--- src/rtl/simmem_wresp_releaser.sv ---
// simmem_wresp_releaser: per-slot delay counters that release write responses held in the
// response bank once their simulated latency has elapsed. Rev 1.0
`default_nettype none

module simmem_wresp_releaser #(
   parameter  int Capacity   = 8,
   parameter  int DelayWidth = 8,
   localparam int AddrWidth  = $clog2(Capacity),
   localparam int CntWidth   = $clog2(Capacity + 1)
) (
   input  logic                  clk_i,
   input  logic                  rst_ni,
   input  logic                  rsv_fire_i,
   input  logic [AddrWidth-1:0]  rsv_addr_i,
   input  logic [DelayWidth-1:0] delay_i,
   output logic [Capacity-1:0]   release_en_o,
   input  logic [Capacity-1:0]   released_addr_onehot_i,
   output logic [CntWidth-1:0]   num_pending_o,
   output logic                  err_o
);

   typedef enum logic [1:0] {
      SlotIdle  = 2'd0,
      SlotCount = 2'd1,
      SlotReady = 2'd2
   } slot_state_e;

   localparam logic [AddrWidth:0] CapLimit = (AddrWidth + 1)'(Capacity);

   slot_state_e           state_q [Capacity];
   slot_state_e           state_d [Capacity];
   logic [DelayWidth-1:0] cnt_q   [Capacity];
   logic [DelayWidth-1:0] cnt_d   [Capacity];
   logic [CntWidth-1:0]   pending_q, pending_d;
   logic                  err_q, err_d;
   logic                  addr_ok;
   logic                  fire_ok;
   logic                  hit;
   logic                  rel;

   always_comb begin
      state_d   = state_q;
      cnt_d     = cnt_q;
      pending_d = '0;
      err_d     = err_q;
      hit       = 1'b0;
      rel       = 1'b0;
      addr_ok   = ({1'b0, rsv_addr_i} < CapLimit);
      fire_ok   = rsv_fire_i && addr_ok;

      if (rsv_fire_i && !addr_ok) begin
         err_d = 1'b1;
      end
      if ((released_addr_onehot_i & (released_addr_onehot_i - Capacity'(1))) != '0) begin
         err_d = 1'b1;
      end

      for (int i = 0; i < Capacity; i++) begin
         hit = fire_ok && (rsv_addr_i == AddrWidth'(i));
         rel = released_addr_onehot_i[i];
         case (state_q[i])
            SlotIdle: begin
               if (hit) begin
                  state_d[i] = SlotCount;
                  cnt_d[i]   = delay_i;
               end
               if (rel) begin
                  err_d = 1'b1;
               end
            end
            SlotCount: begin
               // The zero-count cycle is spent in COUNT, giving d+1 cycles before READY.
               if (cnt_q[i] != '0) begin
                  cnt_d[i] = cnt_q[i] - DelayWidth'(1);
               end else begin
                  state_d[i] = SlotReady;
               end
               if (hit || rel) begin
                  err_d = 1'b1;
               end
            end
            SlotReady: begin
               if (rel) begin
                  if (hit) begin
                     state_d[i] = SlotCount;
                     cnt_d[i]   = delay_i;
                  end else begin
                     state_d[i] = SlotIdle;
                  end
               end else if (hit) begin
                  err_d = 1'b1;
               end
            end
            default: begin
               state_d[i] = SlotIdle;
               cnt_d[i]   = '0;
            end
         endcase
      end

      for (int i = 0; i < Capacity; i++) begin
         if (state_d[i] != SlotIdle) begin
            pending_d = pending_d + CntWidth'(1);
         end
      end
   end

   always_ff @(posedge clk_i or negedge rst_ni) begin
      if (!rst_ni) begin
         for (int i = 0; i < Capacity; i++) begin
            state_q[i] <= SlotIdle;
            cnt_q[i]   <= '0;
         end
         pending_q <= '0;
         err_q     <= 1'b0;
      end else begin
         for (int i = 0; i < Capacity; i++) begin
            state_q[i] <= state_d[i];
            cnt_q[i]   <= cnt_d[i];
         end
         pending_q <= pending_d;
         err_q     <= err_d;
      end
   end

   always_comb begin
      release_en_o = '0;
      for (int i = 0; i < Capacity; i++) begin
         release_en_o[i] = (state_q[i] == SlotReady);
      end
   end

   assign num_pending_o = pending_q;
   assign err_o         = err_q;

endmodule

`default_nettype wire

--- config.mk ---
export PLATFORM = sky130hd
export DESIGN_NAME = simmem_wresp_releaser
export DESIGN_NICKNAME = d
export VERILOG_FILES = /design/src/rtl/simmem_wresp_releaser.sv
export SDC_FILE = /design/constraint.sdc
export NUM_CORES = 1
export LEC_CHECK = 0
export CORE_MARGIN = 2
export CORE_UTILIZATION = 50
export CTS_BUF_LIST = sky130_fd_sc_hd__clkbuf_4 sky130_fd_sc_hd__clkbuf_8
export CTS_CLUSTER_DIAMETER = 80
export DETAILED_ROUTE_END_ITERATION = 10
export PLACE_DENSITY = 0.77
export SLEW_MARGIN = 5
export SYNTH_ARGS = -nofsm -noshare
export SYNTH_HDL_FRONTEND = slang
export SYNTH_SLANG_ARGS = --single-unit
--- constraint.sdc ---
create_clock -name clk_i -period 11.8 [get_ports clk_i]
set_clock_uncertainty 0.1 [all_clocks]
set_input_delay 2.36 -clock clk_i [delete_from_list [all_inputs] [get_ports clk_i]]
set_output_delay 2.36 -clock clk_i [all_outputs]
set_load 0.02 [all_outputs]
==> impl_metrics.env, run 1 <==
export IMPL_status="finished clean"
export IMPL_rows=39
export IMPL_grtUsageMet2=0.397
export IMPL_cts_max_level=3
export IMPL_tightest_slew_ps=921
export IMPL_place_ws_ps=3490
export IMPL_cts_tree="done"
export IMPL_viasPerCell=6.34
export IMPL_fp_dieW_um=111
export IMPL_ys_flop_type="dfrtp_1"
export IMPL_initial_core_util=0.508
export IMPL_grtUsageMet1=0.346
export IMPL_dieArea_sq_mm=0.0124
export IMPL_diodes=0
export IMPL_syn_nets=750
export IMPL_grt_overflow_total=0
export IMPL_worst_path_max_fanout=10
export IMPL_dr_pass1_iters=6
export IMPL_cts_setup_buffers=0
export IMPL_grtUsageMet3=0.0394
export IMPL_synth_edff_count=0
export IMPL_wirelength_um=15500
export IMPL_max_freq_mhz=126
export IMPL_required_ps=11970
export IMPL_hold_ws_ps=421
export IMPL_min_period_ps=7920
export IMPL_ctsHoldBuffers=0
export IMPL_min_delay_start="cnt_q[3]$_DFFE_PN0P_"
export IMPL_io_pins=35
export IMPL_post_cts_resized=0
export IMPL_grt_max_degree=57
export IMPL_multi_input_area_sq_mm=0.00333
export IMPL_syn_to_final_growth_pct=10.7
export IMPL_setup_viol=0
export IMPL_ys_warn_count=0
export IMPL_top_usage_layer="met2"
export IMPL_grt_pass1_vias=5029
export IMPL_async_flop_share=1.00
export IMPL_wl_per_cell_um=17.7
export IMPL_layout_drive_gt1_share=0.0563
export IMPL_num_nets_final=765
export IMPL_hold_viol_final=0
export IMPL_dpl_hpwl_um=11000
export IMPL_mostFrequentLayoutCells="o21ai_0 (100), nor2_1 (99), dfrtp_1 (85)"
export IMPL_cap_violations=0
export IMPL_die_h_um=111
export IMPL_p_leak_uw=0.00261
export IMPL_final_setup_tns_ps=0
export IMPL_avgSynthCellArea_sq_um=8.12
export IMPL_vias=5520
export IMPL_critical_path_endpoint_type="register"
export IMPL_antenna_found_initial=0
export IMPL_place_congestion=0.958
export IMPL_cts_buffers=9
export IMPL_final_common_cell="o21ai_0"
export IMPL_worst_setup_path_startpoint="rsv_addr_i[1]"
export IMPL_r2r_start="cnt_q[48]$_DFFE_PN0P_"
export IMPL_clk_latency_ps=380
export IMPL_root_buffer="clkbuf_8"
export IMPL_fp_coreArea_sq_mm=0.0113
export IMPL_layout_setup_ws_ps=3880
export IMPL_drv_slew=0
export IMPL_cts_sinks=85
export IMPL_worstSetupStartpointType="input port"
export IMPL_final_seq_area_sq_mm=0.00213
export IMPL_syn_cell_area_sq_mm=0.00575
export IMPL_clk_pin_slew_ps=90
export IMPL_ys_ff_latch=85
export IMPL_drt_iter0_drc=645
export IMPL_rsz0062_at_grt="no"
export IMPL_slew_limit_headroom=0.382
export IMPL_drc_errors=0
export IMPL_syn_inst=708
export IMPL_fillers=1045
export IMPL_synth_seq_area_share=0.370
export IMPL_track_usage=0.256
export IMPL_ant_nets=0
export IMPL_synth_cell_types=71
export IMPL_min_path_type="register to register"
export IMPL_final_core_util=0.562
export IMPL_ir_worst_vdd_v=0.000204
export IMPL_power_density_mw_per_mm2=320
export IMPL_crit_arrival_ps=8100
export IMPL_timing_final_crit_share=0.672
export IMPL_port_buffers=34
export IMPL_clockBufferDepth=2
export IMPL_grt_pass1_wl_um=25400
export IMPL_critPathKind="input port to register"
==> state kept, by name, indices dropped and copies added (netlist names) <==
register / flops
cnt_q: 64
err_o: 1
num_pending_o: 4
state_q: 16
==> critical path, stage by stage <==
cell	delay (ps)
clkdlybuf4s50_1	630
nand2b_1	180
nor2_1	50
nand2_1	160
nor2_1	80
a21oi_1	110
o21ai_0	90
or2_2	300
ha_1	240
and3_1	200
a41oi_1	170
or3b_2	470
ha_1	320
a21oi_1	110
o31a_1	180
nor2_1	60
ha_1	320
o21a_1	200
ha_1	280
o311ai_0	100
o41a_1	220
o21ai_1	110
ha_1	300
mux2_2	290
ha_1	290
mux2_2	270
==> layout make-up <==
class,instances,share of cell area
clock buffer,10,0.0216
clock inverter,6,0.0136
inverter,41,0.0242
multi-input combinational,550,0.523
sequential,85,0.334
tap,143,0.0281
timing repair buffer,36,0.0554
==> kinds of logic after synthesis <==
| group | after synthesis | synth area share |
|---|---|---|
| XOR/XNOR | 16 | 0.0270 |
| adder cells (fa/ha/maj) | 20 | 0.0435 |
| AND/OR/NAND/NOR | 263 | 0.238 |
| AO/OA/AOI/OAI | 248 | 0.265 |
| flip-flops | 85 | 0.370 |
| multiplexers | 3 | 0.00588 |
| buffers and inverters | 73 | 0.0511 |
==> layer usage <==
metal	vias to the layer above	routed length [um]
li1	2596	-
met3	50	1190
met2	257	6970
met1	2617	6650
met5	-	0
met4	0	641
==> report_power, final <==
part | switching [uW] | leakage (uW) | internal (uW) | total [uW]
Combinational | 711 | 0.00145 | 524 | 1240
Clock | 112 | 0.000112 | 125 | 237
Sequential | 135 | 0.00105 | 430 | 564
==> per-stage QoR <==
| stage | cell area, sq um | power [uW] | std cells |
|---|---|---|---|
| 2_1_floorplan | 5750 | 1530 | 708 |
| 3_3_place_gp | 6140 | 1720 | 855 |
| 5_1_grt | 6360 | 2230 | 871 |
| 6_report | 6360 | 2040 | 871 |
| 4_1_cts | 6360 | 2030 | 871 |
| 3_5_place_dp | 6140 | 1780 | 855 |
==> synth_stat cells (all sizes together) (2+ instances only) <==
master	n	area share
a21o	3	0.0039
a21oi	60	0.053
a221oi	6	0.0091
a22o	2	0.0030
a22oi	18	0.024
a31o	2	0.0030
a31oi	4	0.0044
a32oi	7	0.011
a41oi	2	0.0030
and2	3	0.0033
and3	4	0.0044
and4b	2	0.0041
and4bb	2	0.0050
buf	7	0.0081
clkbuf	25	0.016
dfrtp	85	0.37
ha	20	0.044
inv	40	0.026
mux2	3	0.0059
nand2	36	0.024
nand2b	21	0.023
nand3	10	0.0087
nand3b	2	0.0026
nand4	3	0.0033
nand4b	3	0.0046
nor2	99	0.065
nor2b	18	0.020
nor3	25	0.024
nor3b	4	0.0052
nor4	13	0.015
nor4b	3	0.0046
o211ai	4	0.0052
o21a	2	0.0026
o21ai	103	0.090
o22ai	12	0.013
o311ai	10	0.015
o31ai	4	0.011
or2	3	0.0033
or3	5	0.0054
or3b	3	0.0046
xnor2	12	0.020
xor2	4	0.0074
==> worst paths after layout <==
kind	to	slack (ps)	cells past startpoint
setup / recovery	num_pending_o[1]$_DFF_PN0_	3880	26
hold / removal	cnt_q[3]$_DFFE_PN0P_	420	2
setup reg to reg	num_pending_o[1]$_DFF_PN0_	5340	26
hold reg to reg	cnt_q[3]$_DFFE_PN0P_	420	2
max in group asynchronous	cnt_q[13]$_DFFE_PN0P_	8760	2
min in group asynchronous	cnt_q[49]$_DFFE_PN0P_	1800	1
No activity file was read; power rests on OpenSTA's default activity.
==> run 2, diff against run 1 <==
--- a/config.mk
+++ b/config.mk
@@ -10,7 +10,7 @@
 export CTS_BUF_LIST = sky130_fd_sc_hd__clkbuf_4 sky130_fd_sc_hd__clkbuf_8
 export CTS_CLUSTER_DIAMETER = 80
 export DETAILED_ROUTE_END_ITERATION = 10
-export PLACE_DENSITY = 0.77
+export PLACE_DENSITY = 0.8
 export SLEW_MARGIN = 5
 export SYNTH_ARGS = -nofsm -noshare
 export SYNTH_HDL_FRONTEND = slang
==> constraint.sdc (replaced) <==
create_clock -name clk_i -period 7 [get_ports clk_i]
set_clock_uncertainty 0.1 [all_clocks]
set_input_delay 1.4 -clock clk_i [delete_from_list [all_inputs] [get_ports clk_i]]
set_output_delay 1.4 -clock clk_i [all_outputs]
set_load 0.02 [all_outputs]
==> impl_metrics.env, run 2 (same netlist as run 1, synthesis figures left out) <==
export IMPL_clockBufferDepth=2
export IMPL_vias=5546
export IMPL_power_frac_comb=0.608
export IMPL_min_period_ps=6620
export IMPL_max_freq_mhz=151
export IMPL_critical_path_top_cell_by_count="ha_1"
export IMPL_slowest_stage="clkdlybuf4s50_1"
export IMPL_final_core_util=0.573
export IMPL_num_nets_final=772
export IMPL_port_buffers=34
export IMPL_final_setup_tns_ps=0
export IMPL_diodes=0
export IMPL_fillers=1003
export IMPL_critical_path_endpoint_type="register"
export IMPL_hold_ws_ps=413
export IMPL_largest_reg_flops=64
export IMPL_io_pins=35
export IMPL_viasPerCell=6.32
export IMPL_crit_buf_inv=1
export IMPL_critPathTopFamily="adder cells"
export IMPL_p_int_uw=1920
export IMPL_layout_drive_gt1_share=0.0694
export IMPL_sw_frac_of_total=0.462
export IMPL_worstHoldPathCells=2
export IMPL_hold_viol_final=0
export IMPL_dr_pass1_iters=5
export IMPL_cts_tree="done"
export IMPL_fp_dieW_um=111
export IMPL_ant_nets=0
export IMPL_ir_worst_vdd_v=0.000403
export IMPL_rr_worst_depth=28
export IMPL_timing_final_crit_share=0.946
export IMPL_wirelength_um=15600
export IMPL_rsz0062_at_grt="no"
export IMPL_crit_arrival_ps=6770
export IMPL_track_usage=0.257
export IMPL_mostFrequentLayoutCells="o21ai_0 (100), nor2_1 (99), dfrtp_1 (85)"
export IMPL_cts_max_level=3
export IMPL_syn_to_final_growth_pct=12.8
export IMPL_final_cells=878
export IMPL_die_h_um=111
export IMPL_pwr_share_clk=0.127
export IMPL_place_congestion=0.977
export IMPL_root_buffer="clkbuf_8"
export IMPL_min_path_type="register to register"
export IMPL_fp_coreArea_sq_mm=0.0113
export IMPL_cts_sinks=85
export IMPL_wl_per_cell_um=17.8
export IMPL_p_sw_uw=1650
export IMPL_drc_errors=0
export IMPL_cp_depth=28
export IMPL_grt_overflow_total=0
export IMPL_slowest_delay_ps=480
export IMPL_worstSetupStartpointType="input port"
export IMPL_clk_latency_ps=370
export IMPL_setup_viol=0
export IMPL_tightest_slew_ps=1090
export IMPL_dieArea_sq_mm=0.0124
export IMPL_cap_violations=0
export IMPL_initial_core_util=0.508
export IMPL_rows=39
export IMPL_cts_buffers=9
export IMPL_drt_iter0_drc=516
export IMPL_worst_path_max_fanout=3
export IMPL_slew_limit_headroom=0.272
export IMPL_antenna_found_initial=0
export IMPL_p_leak_uw=0.00267
export IMPL_regMostFlops="cnt_q"
export IMPL_dpl_hpwl_um=10900
export IMPL_grt_pass1_vias=5225
export IMPL_dp_cells=861
export IMPL_final_common_cell="o21ai_0"
export IMPL_required_ps=7150
export IMPL_power_density_mw_per_mm2=552
export IMPL_grt_pass1_wl_um=25900
export IMPL_pwr_share_seq=0.265
export IMPL_clk_pin_slew_ps=90
export IMPL_status="finished clean"
export IMPL_grt_max_degree=86
export IMPL_p_total_uw=3580
export IMPL_drv_slew=0
export IMPL_critPathKind="input port to register"
run 2: changes by cell type in the layout (fill, tap and decap cells not counted), sizes merged:
cell | before | now
buf | 3 | 10
clkinvlp | 1 | 0
bufinv | 2 | 3
clkbuf | 10 | 13
clkinv | 4 | 1
run 2: final cells by class:
cell class                 count  area, sq um  share of cell area
sequential                    85         2130               0.328
tap                          143          179              0.0276
inverter                      41          154              0.0237
timing repair buffer          43          405              0.0625
multi-input combinational    550         3350               0.517
clock buffer                  13          173              0.0266
clock inverter                 3         90.1              0.0139
run 2: power groups by stage:
stage                     Clock [uW]  Sequential, uW  Combinational [uW]
after CTS                        460             940                2110
after global routing             478             986                2440
after floorplan                    0             874                1700
after detailed placement           0             948                2090
after global placement             0             938                1950
final                            455             947                2180
run 2: metal layers:
metal  GRT usage  vias to the layer above  wire, um
li1            -                     2617         -
met1       0.341                     2639      6540
met2       0.399                      233      7260
met3      0.0498                       57      1130
met4       0.132                        0       676
met5           0                        -         0
run 2: through the flow:
| stage | cell area [sq um] | setup WS [ps] |
|---|---|---|
| floorplan | 5750 | 660 |
| global placement | 6190 | 137 |
| detailed placement | 6190 | -114 |
| CTS | 6450 | 281 |
| global route | 6480 | 62.8 |
| finish | 6480 | 379 |
run 2: worst paths after layout:
check                                 startpoint                    endpoint  slack, ps
setup / recovery                   rsv_addr_i[1]  num_pending_o[2]$_DFF_PN0_        380
hold reg to reg            cnt_q[62]$_DFFE_PN0P_       cnt_q[62]$_DFFE_PN0P_        410
setup reg to reg           cnt_q[48]$_DFFE_PN0P_  num_pending_o[2]$_DFF_PN0_        580
hold / removal             cnt_q[62]$_DFFE_PN0P_       cnt_q[62]$_DFFE_PN0P_        410
max in group asynchronous                 rst_ni       cnt_q[18]$_DFFE_PN0P_       4980
min in group asynchronous                 rst_ni       cnt_q[63]$_DFFE_PN0P_       1120
run 2: worst register-to-register path: cells and delay by family (launching register included):
kind,cells,cell delay [ps]
compound gates,10,1480
xor+xnor,2,250
mux,1,290
flops,1,400
simple gates,7,1910
fa+ha+maj,7,1760
buf+inv,1,90
run 2: what timing repair did:
item | CTS | global route
setup buffers | 0 | 1
gates resized for setup | 0 | 4
endpoints found under the setup margin | 0 | 2
hold buffers | 0 | 0
